[config.mk]
export PLATFORM = sky130hd
export DESIGN_NAME = mel_log_compress
export DESIGN_NICKNAME = d
export VERILOG_FILES = /design/src/rtl/mel_log_compress.sv
export SDC_FILE = /design/constraint.sdc
export NUM_CORES = 1
export LEC_CHECK = 0
export CELL_PAD_IN_SITES_DETAIL_PLACEMENT = 1
export CELL_PAD_IN_SITES_GLOBAL_PLACEMENT = 1
export CORE_MARGIN = 1
export CORE_UTILIZATION = 53
export DETAILED_ROUTE_END_ITERATION = 7
export GPL_TIMING_DRIVEN = 0
export HOLD_SLACK_MARGIN = 0.02
export PLACE_DENSITY_LB_ADDON = 0.25
export SLEW_MARGIN = 20
export SYNTH_ARGS = -nofsm -noshare
export SYNTH_HDL_FRONTEND = slang
export SYNTH_SLANG_ARGS = --single-unit
[constraint.sdc]
create_clock -name clk -period 22.4 [get_ports clk]
set_input_delay 6.72 -clock clk [delete_from_list [all_inputs] [get_ports clk]]
set_output_delay 6.72 -clock clk [all_outputs]
set_load 0.005 [all_outputs]
[src/rtl/mel_log_compress.sv]
// Final log stage of the log-mel pipeline: queues mel-band energies and returns
// log2(energy) as signed fixed point, one fractional bit per squaring iteration.
module mel_log_compress #(
  parameter int unsigned I_BW       = 30,
  parameter int unsigned O_BW       = 14,
  parameter int unsigned FRAC_BITS  = 8,
  parameter int unsigned MANT_BW    = 16,
  parameter int unsigned FIFO_DEPTH = 4,
  parameter int unsigned GN_BW      = 7
) (
  input  logic             clk,
  input  logic             rst,
  input  logic             di_en,
  input  logic [I_BW-1:0]  data_i,
  input  logic [GN_BW-1:0] in_group_num,
  output logic             do_en,
  output logic [O_BW-1:0]  data_o,
  output logic [GN_BW-1:0] out_group_num,
  output logic             busy,
  output logic             overflow
);

  localparam int unsigned PTR_BW = (FIFO_DEPTH > 1) ? $clog2(FIFO_DEPTH) : 1;
  localparam int unsigned CNT_BW = $clog2(FIFO_DEPTH + 1);
  localparam int unsigned ENT_BW = I_BW + GN_BW;
  localparam int unsigned P_BW   = $clog2(I_BW);
  localparam int unsigned K_BW   = (FRAC_BITS > 1) ? $clog2(FRAC_BITS) : 1;
  localparam int unsigned SQ_BW  = 2 * MANT_BW;
  localparam logic [O_BW-1:0] CLAMP = {1'b1, {(O_BW-1){1'b0}}};

  typedef enum logic [1:0] {S_IDLE, S_NORM, S_ITER, S_OUT} state_e;

  state_e              state_q, state_d;
  logic [ENT_BW-1:0]   mem_q [FIFO_DEPTH];
  logic [PTR_BW-1:0]   wr_ptr_q, wr_ptr_d, rd_ptr_q, rd_ptr_d;
  logic [CNT_BW-1:0]   count_q, count_d;
  logic [I_BW-1:0]     x_q, x_d;
  logic [GN_BW-1:0]    gn_q, gn_d;
  logic [P_BW-1:0]     p_q, p_d;
  logic [MANT_BW-1:0]  m_q, m_d;
  logic [FRAC_BITS-1:0] frac_q, frac_d;
  logic [K_BW-1:0]     k_q, k_d;
  logic                do_en_q, do_en_d;
  logic [O_BW-1:0]     data_o_q, data_o_d;
  logic [GN_BW-1:0]    ogn_q, ogn_d;
  logic                busy_q, busy_d;
  logic                overflow_q, overflow_d;

  logic                pop_c, push_c;
  logic [ENT_BW-1:0]   head_c;
  logic                x_nonpos_c;
  logic [P_BW-1:0]     msb_c;
  logic [I_BW-1:0]     x_norm_c;
  logic [MANT_BW-1:0]  mant_init_c;
  logic [SQ_BW-1:0]    sq_c;
  logic                unused_bits_c;

  // FIFO control: a push into a full FIFO is still accepted when the head pops this cycle
  always_comb begin
    pop_c      = (state_q == S_IDLE) && (count_q != '0);
    push_c     = di_en && ((count_q < CNT_BW'(FIFO_DEPTH)) || pop_c);
    head_c     = mem_q[rd_ptr_q];
    wr_ptr_d   = push_c ? wr_ptr_q + PTR_BW'(1) : wr_ptr_q;
    rd_ptr_d   = pop_c ? rd_ptr_q + PTR_BW'(1) : rd_ptr_q;
    count_d    = count_q + CNT_BW'(push_c) - CNT_BW'(pop_c);
    overflow_d = overflow_q | (di_en & ~push_c);
  end

  // Normalisation: leading-one position and left-aligned truncated mantissa
  always_comb begin
    x_nonpos_c = x_q[I_BW-1] || (x_q == '0);
    msb_c      = '0;
    for (int unsigned i = 0; i < I_BW - 1; i++) begin
      if (x_q[i]) msb_c = P_BW'(i);
    end
    x_norm_c    = x_q << (P_BW'(I_BW - 1) - msb_c);
    mant_init_c = x_norm_c[I_BW-1 -: MANT_BW];
    sq_c        = SQ_BW'(m_q) * SQ_BW'(m_q);
  end

  assign unused_bits_c = ^{sq_c[SQ_BW-MANT_BW-2:0], x_norm_c[I_BW-MANT_BW-1:0]};

  // Next-state and datapath
  always_comb begin
    state_d  = state_q;
    x_d      = x_q;
    gn_d     = gn_q;
    p_d      = p_q;
    m_d      = m_q;
    frac_d   = frac_q;
    k_d      = k_q;
    do_en_d  = 1'b0;
    data_o_d = data_o_q;
    ogn_d    = ogn_q;
    case (state_q)
      S_IDLE: begin
        if (pop_c) begin
          x_d     = head_c[ENT_BW-1 -: I_BW];
          gn_d    = head_c[GN_BW-1:0];
          state_d = S_NORM;
        end
      end
      S_NORM: begin
        if (x_nonpos_c) begin
          data_o_d = CLAMP;
          ogn_d    = gn_q;
          do_en_d  = 1'b1;
          state_d  = S_OUT;
        end else begin
          p_d     = msb_c;
          m_d     = mant_init_c;
          frac_d  = '0;
          k_d     = '0;
          state_d = S_ITER;
        end
      end
      S_ITER: begin
        // Square >= 2.0 yields a one bit and renormalises by halving
        m_d    = sq_c[SQ_BW-1] ? sq_c[SQ_BW-1 -: MANT_BW] : sq_c[SQ_BW-2 -: MANT_BW];
        frac_d = (frac_q << 1) | FRAC_BITS'(sq_c[SQ_BW-1]);
        k_d    = k_q + K_BW'(1);
        if (k_q == K_BW'(FRAC_BITS - 1)) begin
          data_o_d = (O_BW'(p_q) << FRAC_BITS) | O_BW'(frac_d);
          ogn_d    = gn_q;
          do_en_d  = 1'b1;
          state_d  = S_OUT;
        end
      end
      S_OUT: begin
        state_d = S_IDLE;
      end
      default: begin
        state_d = S_IDLE;
      end
    endcase
    busy_d = (state_d != S_IDLE) || (count_d != '0);
  end

  // FIFO storage
  always_ff @(posedge clk or posedge rst) begin
    if (rst) begin
      for (int i = 0; i < FIFO_DEPTH; i++) mem_q[i] <= '0;
    end else if (push_c) begin
      mem_q[wr_ptr_q] <= {data_i, in_group_num};
    end
  end

  // State and output registers
  always_ff @(posedge clk or posedge rst) begin
    if (rst) begin
      state_q    <= S_IDLE;
      wr_ptr_q   <= '0;
      rd_ptr_q   <= '0;
      count_q    <= '0;
      x_q        <= '0;
      gn_q       <= '0;
      p_q        <= '0;
      m_q        <= '0;
      frac_q     <= '0;
      k_q        <= '0;
      do_en_q    <= 1'b0;
      data_o_q   <= '0;
      ogn_q      <= '0;
      busy_q     <= 1'b0;
      overflow_q <= 1'b0;
    end else begin
      state_q    <= state_d;
      wr_ptr_q   <= wr_ptr_d;
      rd_ptr_q   <= rd_ptr_d;
      count_q    <= count_d;
      x_q        <= x_d;
      gn_q       <= gn_d;
      p_q        <= p_d;
      m_q        <= m_d;
      frac_q     <= frac_d;
      k_q        <= k_d;
      do_en_q    <= do_en_d;
      data_o_q   <= data_o_d;
      ogn_q      <= ogn_d;
      busy_q     <= busy_d;
      overflow_q <= overflow_d;
    end
  end

  assign do_en         = do_en_q;
  assign data_o        = data_o_q;
  assign out_group_num = ogn_q;
  assign busy          = busy_q;
  assign overflow      = overflow_q;

endmodule

==> flow_summary.ini <==
[critical_path]
arrival_ps = 9570
path_class = in2reg
worst_path_max_delay_cell = fa_1
reg2reg_depth = 21
critical_path.endpoint_type = register
worstReg2RegStart = m_q[6]$_DFFE_PP0P_
reg2reg_slack_ps = 14150
startpoint_type = input pin
worstPathRequired_ps = 22800
crit_fanout = 8
crit_chain = clkdlybuf4s50_1 -> and2_1 -> clkbuf_1 -> inv_1 -> ha_1 -> inv_1 -> ha_1 -> inv_1 -> fa_1 -> inv_1 -> or3_1 -> or3_1
crit_top_cell = inv_1
critPathTopFamily = buffers and inverters
max_stage_delay_ps = 500
crit_buf_inv = 6
rr_endpoint = m_q[6]$_DFFE_PP0P_

[timing]
max_freq_ghz = 0.109
setup_tns_ps = 0
finClkSkew_ps = 14.1
finalSetupViolations = 0
hold-worst-slack_ps = 472
slew-limit-headroom = 0.357
worst_slew_pin_slew_ps = 965
finalMaxSlewViolations = 0
hold_viol_final = 0
period_minus_slack_ps = 9170
fin_crit_sh = 0.409
rsz0062_at_grt = no

[global_routing]
grt_util_all_layers = 0.318
grt_pass1_vias = 16200
antenna_found_initial = 0
grt_first_pass_wirelength_um = 93000
grt_max_degree = 107
grt-ovfl-total = 0

[worst_hold_path]
hp-class = reg2reg
min_from = overflow$_DFF_PP0_
whs_path_depth = 1
min_to = overflow$_DFF_PP0_

[floorplan]
die_height_um = 194
io_pins = 64
die_x_um = 194
die-area_um2 = 37500
rows = 69
start_util = 0.543
core_um2 = 35900

[clock_network]
clkSinkCount = 249
cts_hold_buf = 0
h-tree-depth = 1
clk_latency_ps = 540
cts_resized = 0
clockBufferDepth = 3
cts_made_buffers = 25
clkTransAtPathRegs_ps = 60
postCtsSetupRepairBufs = 0
cts_tree = yes
cts-root-buf = clkbuf_16

[logic_synthesis]
synth_area_um2 = 19500
syn_nets = 2093
syn_avg_cell_area_um2 = 10.9
async_flop_share = 1.00
syn_inst = 1781
yosysSeqAreaShare = 0.320
yosys.area.top_type = dfrtp_1
synth_cell_types = 86
yosysWarnings = 0
ys_seq_elements = 249
synthTopCellsByArea = dfrtp_1 32%, fa_1 17%, mux2_2 12%
synth-main-ff-cell = dfrtp_1
synth_edf_count = 0
synth_top_area_frac = 0.320

[placed_design]
portBuffers = 63
dp_hpwl_um = 43500
gp_congestion = 0.948
dpl-instance-area_um2 = 20800

[detailed_routing]
first_pass_iters = 7
drc = 0
vias = 14100
drt_iter0_markers = 752
ant_nets = 0
wl_per_cell_um = 24.4
drt-total-wl_um = 57300
vias_per_cell = 6.01

[outcome]
status = completed

[finish]
final_nets = 2185
antenna_cells = 0
drive_gt1_frac = 0.164
area_growth_pct = 10.6
fin_area_um2 = 21600

[flow_run]
cap_violations = 0
==> layout by cell type (no fill, tap or decap), types with 7 or more instances in the layout <==
cell type        synthesis  final
xnor2_1                 21     21
and2_1                  58     58
a211oi_1                14     14
nor4_1                   8      8
a21oi_1                 40     40
clkbuf_1                71     79
clkdlybuf4s50_1          0     63
mux4_2                  41     41
fa_1                   165    165
nand2b_1                10     10
ha_1                   107    107
a22oi_1                  9      9
mux2i_1                 22     22
nand2_1                135    135
buf_2                    8      8
a31oi_1                  7      7
nand3_1                 21     21
a221oi_1                 8      8
nor3_1                  16     16
dfrtp_1                249    249
clkbuf_16                0     25
o211ai_1                13     13
o21ai_0                 37     37
nor2b_1                 12     12
a21o_1                  11     11
mux2_2                 200    200
a22o_1                  19     19
inv_1                  268    267
xor2_1                   9      9
or3_1                   11     11
o32a_1                   7      7
o22ai_1                  7      7
nor2_1                  62     62
==> layer usage <==
layer	up-vias	track usage	wire, µm	part of all wire
met4	0	0.120	2200	0.038
met2	321	0.589	30600	0.54
met3	119	0.0264	1750	0.031
li1	6229	-	-	-
met1	7452	0.385	22700	0.40
met5	-	0	0	0
==> worst max path at each step <==
stage                     start                    end  slack, ps  cells after the start
final                     di_en         busy$_DFF_PP0_      13230                     12
after global routing      di_en         busy$_DFF_PP0_      13060                     12
after CTS                 di_en         busy$_DFF_PP0_      13180                     12
after detailed placement  di_en         busy$_DFF_PP0_      12630                     12
after global placement      rst  mem_q[76]$_DFFE_PP0P_       5920                      2
after floorplan             rst         busy$_DFF_PP0_       8840                      1
==> state kept, by name, summed over array words and instances, names as in the netlist <==
| signal | flops |
|---|---|
| busy | 1 |
| count_q | 3 |
| data_o | 14 |
| do_en | 1 |
| frac_q | 7 |
| gn_q | 7 |
| k_q | 3 |
| m_q | 16 |
| mem_q | 148 |
| out_group_num | 7 |
| overflow | 1 |
| p_q | 5 |
| rd_ptr_q | 2 |
| state_q | 2 |
| wr_ptr_q | 2 |
| x_q | 30 |
==> layout make-up <==
type                    count  area (µm²)
plain buffers              91         375
clock buffers              37         711
clock inverters             5        78.8
fillers                  3769       14400
inverters                 271        1020
multi-input cells        1170       11900
flip-flops and latches    249        6230
well taps                 461         577
repair buffers             65         686
==> cells by family after synthesis <==
logic type,after synthesis,synth area share
compound gates,254,0.0965
xor+xnor,30,0.0135
fa+ha+maj,272,0.238
buf+inv,362,0.0714
flops,249,0.320
mux,264,0.175
simple gates,350,0.0858
==> per-stage QoR <==
stage,std cells,worst slack [ps],util
floorplan,1781,8840,-
global placement,2305,5920,0.576
detailed placement,2307,12630,0.578
CTS,2349,13180,0.600
global route,2349,13060,0.600
finish,2349,13230,0.600
==> synthesized netlist by cell type, types with 22 or more instances <==
library cell	instances
ha_1	107
clkbuf_1	71
a21oi_1	40
nand2_1	135
dfrtp_1	249
fa_1	165
and2_1	58
mux2_2	200
mux2i_1	22
inv_1	268
mux4_2	41
o21ai_0	37
nor2_1	62
Power is not shown: default switching activity piles up to over one toggle a cycle in this logic, so the estimate is an artifact.
